$ cat config.mk
export PLATFORM = sky130hd
export DESIGN_NAME = fifo_write_arbiter
export DESIGN_NICKNAME = d
export VERILOG_FILES = /design/src/rtl/fifo_write_arbiter_pkg.sv /design/src/rtl/fifo_write_arbiter_rr_pick.sv /design/src/rtl/fifo_write_arbiter.sv
export SDC_FILE = /design/constraint.sdc
export NUM_CORES = 1
export LEC_CHECK = 0
export CAP_MARGIN = 10
export CORE_UTILIZATION = 43
export DETAILED_ROUTE_END_ITERATION = 7
export PLACE_DENSITY = 0.95
export SETUP_SLACK_MARGIN = 0.5
export SKIP_LAST_GASP = 1
export SLEW_MARGIN = 20
export SYNTH_ARGS = -nofsm -noshare
export SYNTH_HDL_FRONTEND = slang
export SYNTH_SLANG_ARGS = --single-unit
$ cat constraint.sdc
create_clock -name clk -period 3.5 [get_ports clk]
set_input_delay 0.525 -clock clk [delete_from_list [all_inputs] [get_ports clk]]
set_output_delay 0.525 -clock clk [all_outputs]
set_load 0.05 [all_outputs]
$ cat src/rtl/fifo_write_arbiter_pkg.sv
// Shared definitions for the fifo write-port arbiter: FSM state encoding and
// a constant-width helper.
package fifo_write_arbiter_pkg;

    typedef enum logic {
        ST_IDLE  = 1'b0,
        ST_BURST = 1'b1
    } arb_state_e;

    // Ceiling log2 with a minimum of 1 bit, usable in constant expressions.
    function automatic int unsigned clog2(input int unsigned value);
        int unsigned result;
        result = 1;
        for (int unsigned i = 1; i < 32; i++) begin
            if (((value - 1) >> i) != 0) begin
                result = i + 1;
            end
        end
        return result;
    endfunction

endpackage

$ cat src/rtl/fifo_write_arbiter_rr_pick.sv
// Combinational round-robin picker: first set request at or above ptr,
// wrapping modulo NUM_REQ.
module fifo_write_arbiter_rr_pick
    import fifo_write_arbiter_pkg::*;
#(
    parameter int unsigned NUM_REQ = 4,
    localparam int unsigned PW     = clog2(NUM_REQ)
) (
    input  logic [NUM_REQ-1:0] req,
    input  logic [PW-1:0]      ptr,
    output logic               any,
    output logic [PW-1:0]      idx
);

    localparam int unsigned SW = PW + 1;

    logic [NUM_REQ-1:0] rot;
    logic [PW-1:0]      off;
    logic [SW-1:0]      sum;

    // Rotate so ptr lands on bit 0, then take the lowest set bit.
    always_comb begin
        rot = NUM_REQ'({req, req} >> ptr);
        any = |rot;
        off = '0;
        for (int i = NUM_REQ - 1; i >= 0; i--) begin
            if (rot[i]) begin
                off = PW'(i);
            end
        end
        sum = {1'b0, ptr} + {1'b0, off};
        if (sum >= SW'(NUM_REQ)) begin
            sum = sum - SW'(NUM_REQ);
        end
        idx = sum[PW-1:0];
    end

endmodule

$ cat src/rtl/fifo_write_arbiter.sv
// Round-robin burst arbiter sharing the single fifo write port among NUM_REQ
// producers; a grant ends on req_last or after MAX_BURST beats.
module fifo_write_arbiter
    import fifo_write_arbiter_pkg::*;
#(
    parameter int unsigned NUM_REQ   = 4,
    parameter int unsigned DATA_SIZE = 8,
    parameter int unsigned MAX_BURST = 16,
    localparam int unsigned GW       = clog2(NUM_REQ)
) (
    input  logic                           clk,
    input  logic                           reset,
    input  logic [NUM_REQ-1:0]             req_valid,
    input  logic [NUM_REQ*DATA_SIZE-1:0]   req_data,
    input  logic [NUM_REQ-1:0]             req_last,
    output logic [NUM_REQ-1:0]             req_ready,
    input  logic                           fifo_full,
    output logic                           fifo_wr,
    output logic [DATA_SIZE-1:0]           fifo_wdata,
    output logic [GW-1:0]                  grant_id,
    output logic                           busy
);

    localparam int unsigned BW = clog2(MAX_BURST + 1);

    arb_state_e     state_q, state_d;
    logic [GW-1:0]  rr_ptr_q, rr_ptr_d;
    logic [GW-1:0]  grant_q, grant_d;
    logic [BW-1:0]  beat_q, beat_d;

    logic                 pick_any;
    logic [GW-1:0]        pick_idx;
    logic                 sel_valid;
    logic                 sel_last;
    logic [DATA_SIZE-1:0] sel_data;
    logic                 xfer;

    fifo_write_arbiter_rr_pick #(
        .NUM_REQ (NUM_REQ)
    ) u_rr_pick (
        .req (req_valid),
        .ptr (rr_ptr_q),
        .any (pick_any),
        .idx (pick_idx)
    );

    // Per-requester view of the currently granted producer.
    always_comb begin
        sel_valid = 1'b0;
        sel_last  = 1'b0;
        sel_data  = '0;
        for (int i = 0; i < NUM_REQ; i++) begin
            if (grant_q == GW'(i)) begin
                sel_valid = req_valid[i];
                sel_last  = req_last[i];
                sel_data  = req_data[i*DATA_SIZE +: DATA_SIZE];
            end
        end
    end

    always_ff @(posedge clk or posedge reset) begin
        if (reset) begin
            state_q  <= ST_IDLE;
            rr_ptr_q <= '0;
            grant_q  <= '0;
            beat_q   <= '0;
        end else begin
            state_q  <= state_d;
            rr_ptr_q <= rr_ptr_d;
            grant_q  <= grant_d;
            beat_q   <= beat_d;
        end
    end

    // Outputs are combinational from registered state so a reset drops them at once.
    always_comb begin
        state_d    = state_q;
        rr_ptr_d   = rr_ptr_q;
        grant_d    = grant_q;
        beat_d     = beat_q;
        xfer       = 1'b0;
        fifo_wr    = 1'b0;
        fifo_wdata = '0;
        req_ready  = '0;
        busy       = 1'b0;

        case (state_q)
            ST_IDLE: begin
                if (pick_any) begin
                    grant_d = pick_idx;
                    beat_d  = '0;
                    state_d = ST_BURST;
                end
            end
            ST_BURST: begin
                busy       = 1'b1;
                xfer       = sel_valid & ~fifo_full;
                fifo_wr    = xfer;
                fifo_wdata = sel_data;
                for (int i = 0; i < NUM_REQ; i++) begin
                    if (grant_q == GW'(i)) begin
                        req_ready[i] = ~fifo_full;
                    end
                end
                if (xfer) begin
                    if (sel_last || (beat_q == BW'(MAX_BURST - 1))) begin
                        state_d  = ST_IDLE;
                        beat_d   = '0;
                        rr_ptr_d = (grant_q == GW'(NUM_REQ - 1)) ? '0 : grant_q + GW'(1);
                    end else begin
                        beat_d = beat_q + BW'(1);
                    end
                end
            end
            default: begin
                state_d = ST_IDLE;
            end
        endcase
    end

    assign grant_id = grant_q;

endmodule
# ---- Word level (Yosys, flattened, before mapping)
# Index checks and enable logic that the tools add are counted.
dict set report word_totals {
  inputBits 43
  output_inout_bits 16
  word_cells 59
  reg_bits 10
}
dict set report classes {
  n_shift 1
  mux 34
  eq_ne 6
  reduce_logical 6
  add_sub_neg 4
  bitwise_logic 3
  order_cmp 1
}
# operator count
set op_table {}
lappend op_table {{$mux 8} 5}
lappend op_table {{$mux 1} 17}
lappend op_table {{$mux 5} 3}
lappend op_table {{$mux 2} 6}
lappend op_table {{$pmux 5 s2} 1}
lappend op_table {{$shr 8x2->4} 1}
lappend op_table {{$add 5x1->5 const B} 1}
lappend op_table {{$eq 5x4->1 const B} 1}
lappend op_table {{$eq 2x2->1 const B} 2}
lappend op_table {{$mux 4} 1}
lappend op_table {{$reduce_and 2->1} 2}
lappend op_table {{$reduce_or 4->1} 1}
lappend op_table {{$add 2x2->3} 1}
lappend op_table {{$ge 3x3->1 const B} 1}
lappend op_table {{$reduce_and 3->1} 1}
lappend op_table {{$add 2x1->2 const B} 1}
lappend op_table {{$eq 2x1->1 const B} 1}
lappend op_table {{$logic_not 2->1} 1}
lappend op_table {{$ne 2x1->1 const B} 1}
lappend op_table {{$ne 2x2->1 const B} 1}
lappend op_table {{$not 1->1} 2}
lappend op_table {{$pmux 1 s2} 1}
lappend op_table {{$sub 2x1->2 const B} 1}
lappend op_table {{$and 1x1->1} 1}
lappend op_table {{$logic_or 1x1->1} 1}

# ---- Depth between registers and ports, before layout
# Gate-level depths: netlist of run 1.
dict set report logic_depth {
  depth_word 9
  ltp_mapped 9
  ltp_nobuf 8
}

# ---- Hierarchy
# A second synthesis of run 1 with hierarchy kept.
dict set report hier_totals {
  cells_unflattened 153
  area_unflattened_um2 1121.1
}
# mod seq_area_each_um2 area_each_um2 n_inst cells_each
set modules_own_cells {}
lappend modules_own_cells {fifo_write_arbiter 250.2 940.9 1 130}
lappend modules_own_cells {fifo_write_arbiter_rr_pick 0.0 180.2 1 23}

# ---- Worst setup path after synthesis of run 1
# OpenSTA, ideal clock, no wires.
dict set report synth_timing {
  path_kind {register to output}
  from {reg grant_q[0] (netlist: grant_id[0])}
  to {out fifo_wdata[2]}
  required_time_ns 2.975
  arrival_time_ns 2.117
  path_buffers 2
  path_slack_ns 0.858
  path_stages_with_launch 9
  path_cell_list {dfrtp_1 -> ha_1 -> clkbuf_4 -> clkbuf_1 -> nand2_1 -> a21oi_1 -> a21oi_1 -> o21ai_0 -> and2_1}
}
dict set report synth_via {
  elab_chain_len 6
  elab_cells_between_ends 9
  cone_classes {3 x eq/ne; 5 x mux; 1 x reduce/logical}
}
# element line_no
set synth_lines {}
lappend synth_lines {{start: declaration} fifo_write_arbiter.sv:28} ;# logic [GW-1:0] grant_q, grant_d;
lappend synth_lines {{start signal: assignment} fifo_write_arbiter.sv:70} ;# grant_q <= grant_d;
lappend synth_lines {{$logic_not 2->1} fifo_write_arbiter.sv:53} ;# if (grant_q == GW'(i)) begin
lappend synth_lines {{$mux 8 (3 in a row)} fifo_write_arbiter.sv:53}
lappend synth_lines {{$mux 8 *} fifo_write_arbiter.sv:53}
lappend synth_lines {{$mux 8 *} fifo_write_arbiter.sv:87} ;# case (state_q)
lappend synth_lines {{end: declaration} fifo_write_arbiter.sv:19} ;# output logic [DATA_SIZE-1:0] fifo_wdata,
# Every way passes the cells marked *; elsewhere a longest branch is shown, timed or not.

# ---- Final worst setup path of run 1
dict set report layout_timing {
  from {reg grant_q[0] (netlist: grant_id[0])}
  to {out fifo_wdata[3]}
}
# Same word-level chain as after synthesis.

==> summary.md, run 1 <==
| Metric | Value |
|---|---|
| Number of H-tree levels | `1` |
| Setup TNS | `0 ns` |
| Mean Syn Cell Area | `7.66 sq um` |
| Unique cell type count in the Yosys netlist | `41` |
| Main flop type after synthesis | `dfrtp_1` |
| NetSw | `roughly 0.00096 W` |
| Top Family by Delay on Critical Path | `buffers and inverters` |
| Worst hold stages | `2` |
| Top Usage Layer GRT | `met2` |
| Antenna violations before repair | `0` |
| Hold Violations, Final | `0` |
| Slowest CP cell | `dlygate4sd2_1` |
| Commonest cells after routing, fill and taps aside | `49 x clkdlybuf4s50_1, 25 x nand2_1, 20 x a21oi_1` |
| CTS Sinks | `10` |
| Vias per inst | `5.44` |
| Cells after Synth | `around 150` |
| Final Util | `between 60% and 70%` |
| Worst flop-to-flop path startpoint | `grant_id[0]` |
| Crit-path max cell delay | `0.53 ns` |
| Arrival @ worst endpoint | `around 2.4 ns` |
| CTS buffer count | `3` |
| #FFs+latches synth | `10` |
| Reg clk slew, reported paths | `0.06 ns` |
| Register area share after synthesis | `21.9%` |
| Clk root buf | `clkbuf_4` |
| Most common cell after layout, fill and taps aside | `clkdlybuf4s50_1` |
| Max FO, Critical Path | `11` |
| Asr flop ratio synth | `100%` |
| Reg2reg end | `beat_q[2]` |
| Slew headroom | `between 60% and 70%` |
| Largest cells by area after synthesis | `dfrtp_1 22%, a21oi_1 8.8%, nand2_1 8.2%, ha_1 7.7%, o21ai_0 6.1%` |
| Final Max Tran Viols | `0` |
| Ratio of cells with drive above 1 in the final layout | `13.9%` |
| Post-CTS Repair Setup Buffers | `0` |
| Sequential share of power | `between 10% and 20%` |
| Vias in the first global route | `1253` |
| Crit path top cell by count | `a21oi_1` |
| Final Net Count | `between 200 and 300` |
| Critical path, cell by cell | `inv_1 -> ha_2 -> nand3b_1 -> a21oi_1 -> a21oi_1 -> o21ai_0 -> and2_2 -> dlygate4sd2_1` |
| DR DRC count | `0` |
| Die Span Y | `about 54 um` |
| # diodes | `0` |
| Clock skew | `0.00342 ns` |
| Hold_ws | `0.499 ns` |
| Power density over cell area | `approximately 970 nW/um^2` |
| Total grt overflow | `0` |
| Fin crit period | `2.90 ns` |
| Slew @ Worst Pin | `0.514 ns` |
| EDFF count, synth | `0` |
| Final worst-path cycle share | `82.8%` |
| RSZ-0062 raised after global routing | `no` |
| Synth warn | `0` |
| Die width | `about 54 um` |
| LEAKAGE | `0.715 nW` |
| Sw Ratio | `57.2%` |
| Cell row count | `18` |
| Worst min path class | `flop to flop` |
| Top-area cell type share of the netlist area | `21.9%` |
| Iter 0 DRT Violations | `18` |
| Flop2flop setup slack | `1.36 ns` |
| Synth area leader | `dfrtp_1` |
| Placer congestion estimate | `between 0.8 and 0.9` |
| Io pins | `59` |
| # hold bufs at CTS | `0` |
| GRT met3 Usage | `8.33%` |
| Post-route cell area | `1730 sq um` |
| GRT Overall Usage | `25.2%` |
| Hpwl dp | `2580 um` |
| Final WL | `3400 um` |
| Detailed-route wire length per cell | `14.7 um` |
| Worst skew pair latency | `0.26 ns` |
| Syn Nets | `199` |
| Mapped cell area | `around 1100 sq um` |
| Share of total power in combinational logic | `around 81%` |
| Core area | `about 2500 sq um` |
| Maxcap violations | `0` |
| First-pass GRT wire length | `5090 um` |
| Worst IR drop on VDD | `roughly 640 uV` |
| Area of the die | `2860 sq um` |
| Crit path required time | `slightly below 3 ns` |
| CP startpoint kind | `flop` |
| Pre-CTS WS | `0.411 ns` |
| CTS tree | `yes` |
| Worst setup EP type | `output pin` |
| Pin count of the biggest net entering global routing | `23` |
| Initial core utilization | `45.6%` |
| Area Growth Syn to Fin | `51.5%` |
| Crit Path Category | `flop to output pin` |
| Final WS setup | `0.604 ns` |
| Final antenna-violating net count | `0` |
| WHS Endpoint | `beat_q[4]` |
| Clock Tree Buf Depth | `2` |
| Clock Power Share | `4.6%` |
| FMAX | `around 350 MHz` |
| IO Port Bufs | `58` |
| Grt met1 use | `24.0%` |
| Vias | `1257` |
| DR pass1 iterations | `4` |
| GR Layer Usage met2 | `46.3%` |
| Placed Area | `1710 sq um` |
| Reg2Reg Depth | `7` |
| WP buf/inv | `2` |
| Pint | `0.000715 W` |
| Worst Min Path Start | `beat_q[4]` |
| Status | `completed` |
| Setup-failing EPs final | `0` |
-- per-layer routing --
metal | wire, um | vias up
met3 | 338 | 12
li1 | - | 628
met4 | 102 | 0
met5 | 0 | -
met2 | 1590 | 65
met1 | 1370 | 552
-- registers in the layout (all words and copies together), names as in the netlist --
name      count
beat_q        5
grant_id      2
rr_ptr_q      2
state_q       1
-- through the flow --
| step | cells | power (W) |
|---|---|---|
| 3_3_place_gp | 228 | 0.00159 |
| 4_1_cts | 231 | 0.00167 |
| 2_1_floorplan | 149 | 0.00127 |
| 5_1_grt | 231 | 0.00180 |
| 6_report | 231 | 0.00167 |
| 3_5_place_dp | 228 | 0.00163 |
-- power by group through the flow --
stage                     Sequential, W  Combinational, W   Clock, W
final                          0.000237           0.00136  0.0000777
after global routing           0.000248           0.00147  0.0000856
after CTS                      0.000235           0.00136  0.0000808
after detailed placement       0.000235           0.00140          0
after global placement         0.000230           0.00136          0
after floorplan                0.000260           0.00101          0
-- how the worst max path moves through the flow --
stage	startpoint	end	cells past startpoint
finish	grant_id[0]	fifo_wdata[3]	8
global route	grant_id[1]	fifo_wdata[3]	8
CTS	grant_id[0]	fifo_wdata[4]	8
detailed placement	req_valid[2]	fifo_wr	5
global placement	req_valid[2]	fifo_wr	5
floorplan	grant_id[0]	fifo_wdata[2]	8
-- final cells by class --
class / instances / area, sq um
clock buffers: 3 / 22.5
well taps: 30 / 37.5
fillers: 216 / 771
repair buffers: 58 / 566
multi-input cells: 120 / 816
flip-flops and latches: 10 / 250
inverters: 10 / 37.5
-- worst register-to-register path, delay by kind of cell (launching register included) --
kind            cells  cell delay, ns
compound gates      4            0.75
fa+ha+maj           1            0.34
buf+inv             1            0.12
flops               1            0.43
simple gates        1            0.41
-- what timing repair did --
item | 4_1_cts | 5_1_grt
cloned | 0 | 0
resized for setup | 11 | 6
endpoints found under the setup margin | 10 | 8
-- logic make-up (layout without fill, tap and decap cells) --
family,Yosys count,after routing,synth area share (%)
adders and majority gates,7,7,7.68
DFF,10,10,21.9
buffers and inverters,19,71,7.46
AOI/OAI and AO/OA,49,49,30.2
xor gates and xnor gates,2,2,1.54
muxes,3,3,3.51
and+or+nand+nor,59,59,27.7
-- synth_stat cells (all sizes together) (2+ instances only) --
cell type,instances
dfrtp,10
and2,12
nand3b,9
nand3,3
inv,10
o311ai,2
xnor2,2
ha,7
a21oi,20
a21o,2
nor2,3
clkbuf,5
o21ai,16
and3,2
buf,4
mux2,2
nand2,25
(Power assumes the default switching activity.)
==> run 2, diff against run 1 <==
CORE_UTILIZATION = 36   (was 43)
PLACE_DENSITY = 0.89   (was 0.95)
clock period = 2.34 ns   (was 3.5 ns; I/O delays follow)
==> summary.md, run 2 (same netlist as run 1, synthesis figures left out) <==
| Metric | Value |
|---|---|
| CTS tree | `yes (unchanged)` |
| Flop2flop setup slack | `0.19 ns (was 1.36 ns)` |
| Sequential standard cell area | `259 sq um (was 250 sq um)` |
| # hold bufs at CTS | `0 (unchanged)` |
| Slowest CP cell | `dfrtp_4 (was dlygate4sd2_1)` |
| Area of the die | `3400 sq um (was 2860 sq um)` |
| Max reg flops | `5 (unchanged)` |
| Sequential share of power | `11.2% (was 14.2%)` |
| DR pass1 iterations | `4 (unchanged)` |
| Most common cell after layout, fill and taps aside | `clkdlybuf4s50_1 (unchanged)` |
| Clock Power Share | `3.5% (was 4.6%)` |
| Final Net Count | `266 (was 253)` |
| IO Port Bufs | `58 (unchanged)` |
| Worst setup startpoint | `grant_id[1] (was grant_id[0])` |
| Worst Setup EP | `fifo_wr (was fifo_wdata[3])` |
| Status | `completed (unchanged)` |
| Worst flop-to-flop path startpoint | `grant_id[1] (was grant_id[0])` |
| Placer congestion estimate | `0.747 (was 0.830)` |
| First-pass GRT wire length | `5720 um (was 5090 um)` |
| Top reg by flops | `beat_q (unchanged)` |
| Vias | `1340 (was 1257)` |
| Clock Tree Buf Depth | `2 (unchanged)` |
| Max FO, Critical Path | `11 (unchanged)` |
| GRT Overall Usage | `21.6% (was 25.2%)` |
| Area Growth Syn to Fin | `86.6% (was 51.5%)` |
| Die width | `58.3 um (was 53.5 um)` |
| DR DRC count | `0 (unchanged)` |
| Vias in the first global route | `1261 (was 1253)` |
| Power density over cell area | `1620 nW/um^2 (was 967 nW/um^2)` |
| Worst setup EP type | `output pin (unchanged)` |
| Antenna violations before repair | `0 (unchanged)` |
| Total grt overflow | `0 (unchanged)` |
| CTS buffer count | `3 (unchanged)` |
| Io pins | `59 (unchanged)` |
| Reg clk slew, reported paths | `0.07 ns (was 0.06 ns)` |
| Core area | `3030 sq um (was 2500 sq um)` |
| Clk root buf | `clkbuf_4 (unchanged)` |
| Reg2Reg Depth | `8 (was 7)` |
| Cell row count | `20 (was 18)` |
| CTS Sinks | `10 (unchanged)` |
| Commonest cells after routing, fill and taps aside | `38 x clkdlybuf4s50_1, 25 x nand2_1, 20 x a21oi_1 (was 49 x clkdlybuf4s50_1, 25 x nand2_1, 20 x a21oi_1)` |
| CP startpoint kind | `flop (unchanged)` |
| Top Usage Layer GRT | `met2 (unchanged)` |
| LEAKAGE | `0.879 nW (was 0.715 nW)` |
| Die Span Y | `58.3 um (was 53.5 um)` |
| Setup-failing EPs final | `0 (unchanged)` |
| Tot Pwr | `0.00346 W (was 0.00167 W)` |
| Top Family by Delay on Critical Path | `compound AO/OA/AOI/OAI gates (was buffers and inverters)` |
| Sw Ratio | `48.4% (was 57.2%)` |
| Crit path required time | `1.99 ns (was 2.97 ns)` |
| Pin count of the biggest net entering global routing | `22 (was 23)` |
| Crit Path Category | `flop to output pin (unchanged)` |
| Final antenna-violating net count | `0 (unchanged)` |
| Ratio of cells with drive above 1 in the final layout | `31.2% (was 13.9%)` |
| Initial core utilization | `37.7% (was 45.6%)` |
| Share of total power in combinational logic | `85.3% (was 81.2%)` |
| WP buf/inv | `3 (was 2)` |
| Maxcap violations | `0 (unchanged)` |
| Worst min path class | `input pin to asynchronous set/reset pin (was flop to flop)` |
| Crit-path max cell delay | `0.50 ns (was 0.53 ns)` |
| GRT met3 Usage | `3.08% (was 8.33%)` |
| CP Depth | `6 (was 8)` |
| Post-route cell area | `2130 sq um (was 1730 sq um)` |
| Grt met1 use | `27.4% (was 24.0%)` |
| Reg2reg end | `rr_ptr_q[0] (was beat_q[2])` |
| Worst IR drop on VDD | `766 uV (was 641 uV)` |
| Arrival @ worst endpoint | `1.90 ns (was 2.37 ns)` |
| FMAX | `444 MHz` |
| Filler Cells Inserted | `235 (was 216)` |
| Pint | `0.00178 W (was 0.000715 W)` |
| Final worst-path cycle share | `96.1%` |
| # diodes | `0 (unchanged)` |
| Final WL | `3740 um (was 3400 um)` |
| Footprint of the multi-input gates | `913 sq um (was 816 sq um)` |
| Number of H-tree levels | `1 (unchanged)` |
| Placed Area | `1970 sq um (was 1710 sq um)` |
| Hpwl dp | `2610 um (was 2580 um)` |
| Final Max Tran Viols | `0 (unchanged)` |
| Vias per inst | `5.17 (was 5.44)` |
| Fin crit period | `2.25 ns` |
| RSZ-0062 raised after global routing | `yes (was no)` |
| Detailed-route wire length per cell | `14.4 um (was 14.7 um)` |
| Hold Violations, Final | `0 (unchanged)` |
| Slew headroom | `67.7% (was 65.6%)` |
| Clock skew | `0.00897 ns (was 0.00342 ns)` |
| Worst skew pair latency | `0.27 ns (was 0.26 ns)` |
| GR Layer Usage met2 | `38.9% (was 46.3%)` |
| Iter 0 DRT Violations | `64 (was 18)` |
| Slew @ Worst Pin | `0.486 ns (was 0.514 ns)` |
| Critical path, cell by cell | `buf_4 -> ha_4 -> buf_8 -> a2111oi_4 -> a21o_4 -> buf_12 (was inv_1 -> ha_2 -> nand3b_1 -> a21oi_1 -> a21oi_1 -> o21ai_0 -> and2_2 -> dlygate4sd2_1)` |
| NetSw | `0.00168 W (was 0.000957 W)` |
[run 2: stage by stage]
stage	setup TNS [ns]	worst slack, ns	instances	util (%)	hold slack [ns]
after global routing	-0.00355	-0.00355	259	70.3	0.398
final	0	0.0903	259	70.3	0.357
after global placement	0	0.239	245	65.1	0.461
after CTS	0	0.121	258	69.0	0.365
after floorplan	0	0.282	149	-	0.191
after detailed placement	0	0.208	245	65.1	0.475
[run 2: worst min-delay path by stage]
| stage | from | end | depth (start not counted) |
|---|---|---|---|
| 6_report | reset | grant_id[0] | 2 |
| 5_1_grt | reset | grant_id[0] | 2 |
| 4_1_cts | reset | grant_id[0] | 2 |
| 3_5_place_dp | beat_q[4] | beat_q[4] | 2 |
| 3_3_place_gp | beat_q[4] | beat_q[4] | 2 |
| 2_1_floorplan | reset | beat_q[0] | 1 |
[run 2: metal layers]
| layer | wire length [um] | share of wire [%] | up-vias |
|---|---|---|---|
| met5 | 0 | 0 | - |
| met4 | 31 | 0.83 | 0 |
| met3 | 287 | 7.7 | 5 |
| met2 | 1780 | 48 | 59 |
| met1 | 1640 | 44 | 619 |
| li1 | - | - | 657 |
[run 2: area by class of cell]
cell class	instances	area share (%)
well taps	44	2.59
clock buffers	4	1.23
flip-flops and latches	10	12.2
repair buffers	71	39.1
multi-input cells	120	42.9
inverters	10	2.00
[run 2: timing repair]
action | in CTS | in global routing
endpoints found under the setup margin | 20 | 22
setup buffers | 9 | 1
resized for setup | 13 | 12
pin swaps | 7 | 3
[run 2: worst register-to-register path, delay by kind of cell (launching register included)]
family / cells / cell delay (ns)
compound gates: 3 / 0.67
fa+ha+maj: 1 / 0.17
buf+inv: 3 / 0.40
flops: 1 / 0.50
mux: 1 / 0.30
[run 2: power by group through the flow]
stage	Clock [W]	Sequential [W]	Combinational, W
6_report	0.000122	0.000388	0.00295
5_1_grt	0.000137	0.000401	0.00311
4_1_cts	0.000129	0.000377	0.00288
3_5_place_dp	0	0.000401	0.00269
3_3_place_gp	0	0.000395	0.00265
2_1_floorplan	0	0.000426	0.00174
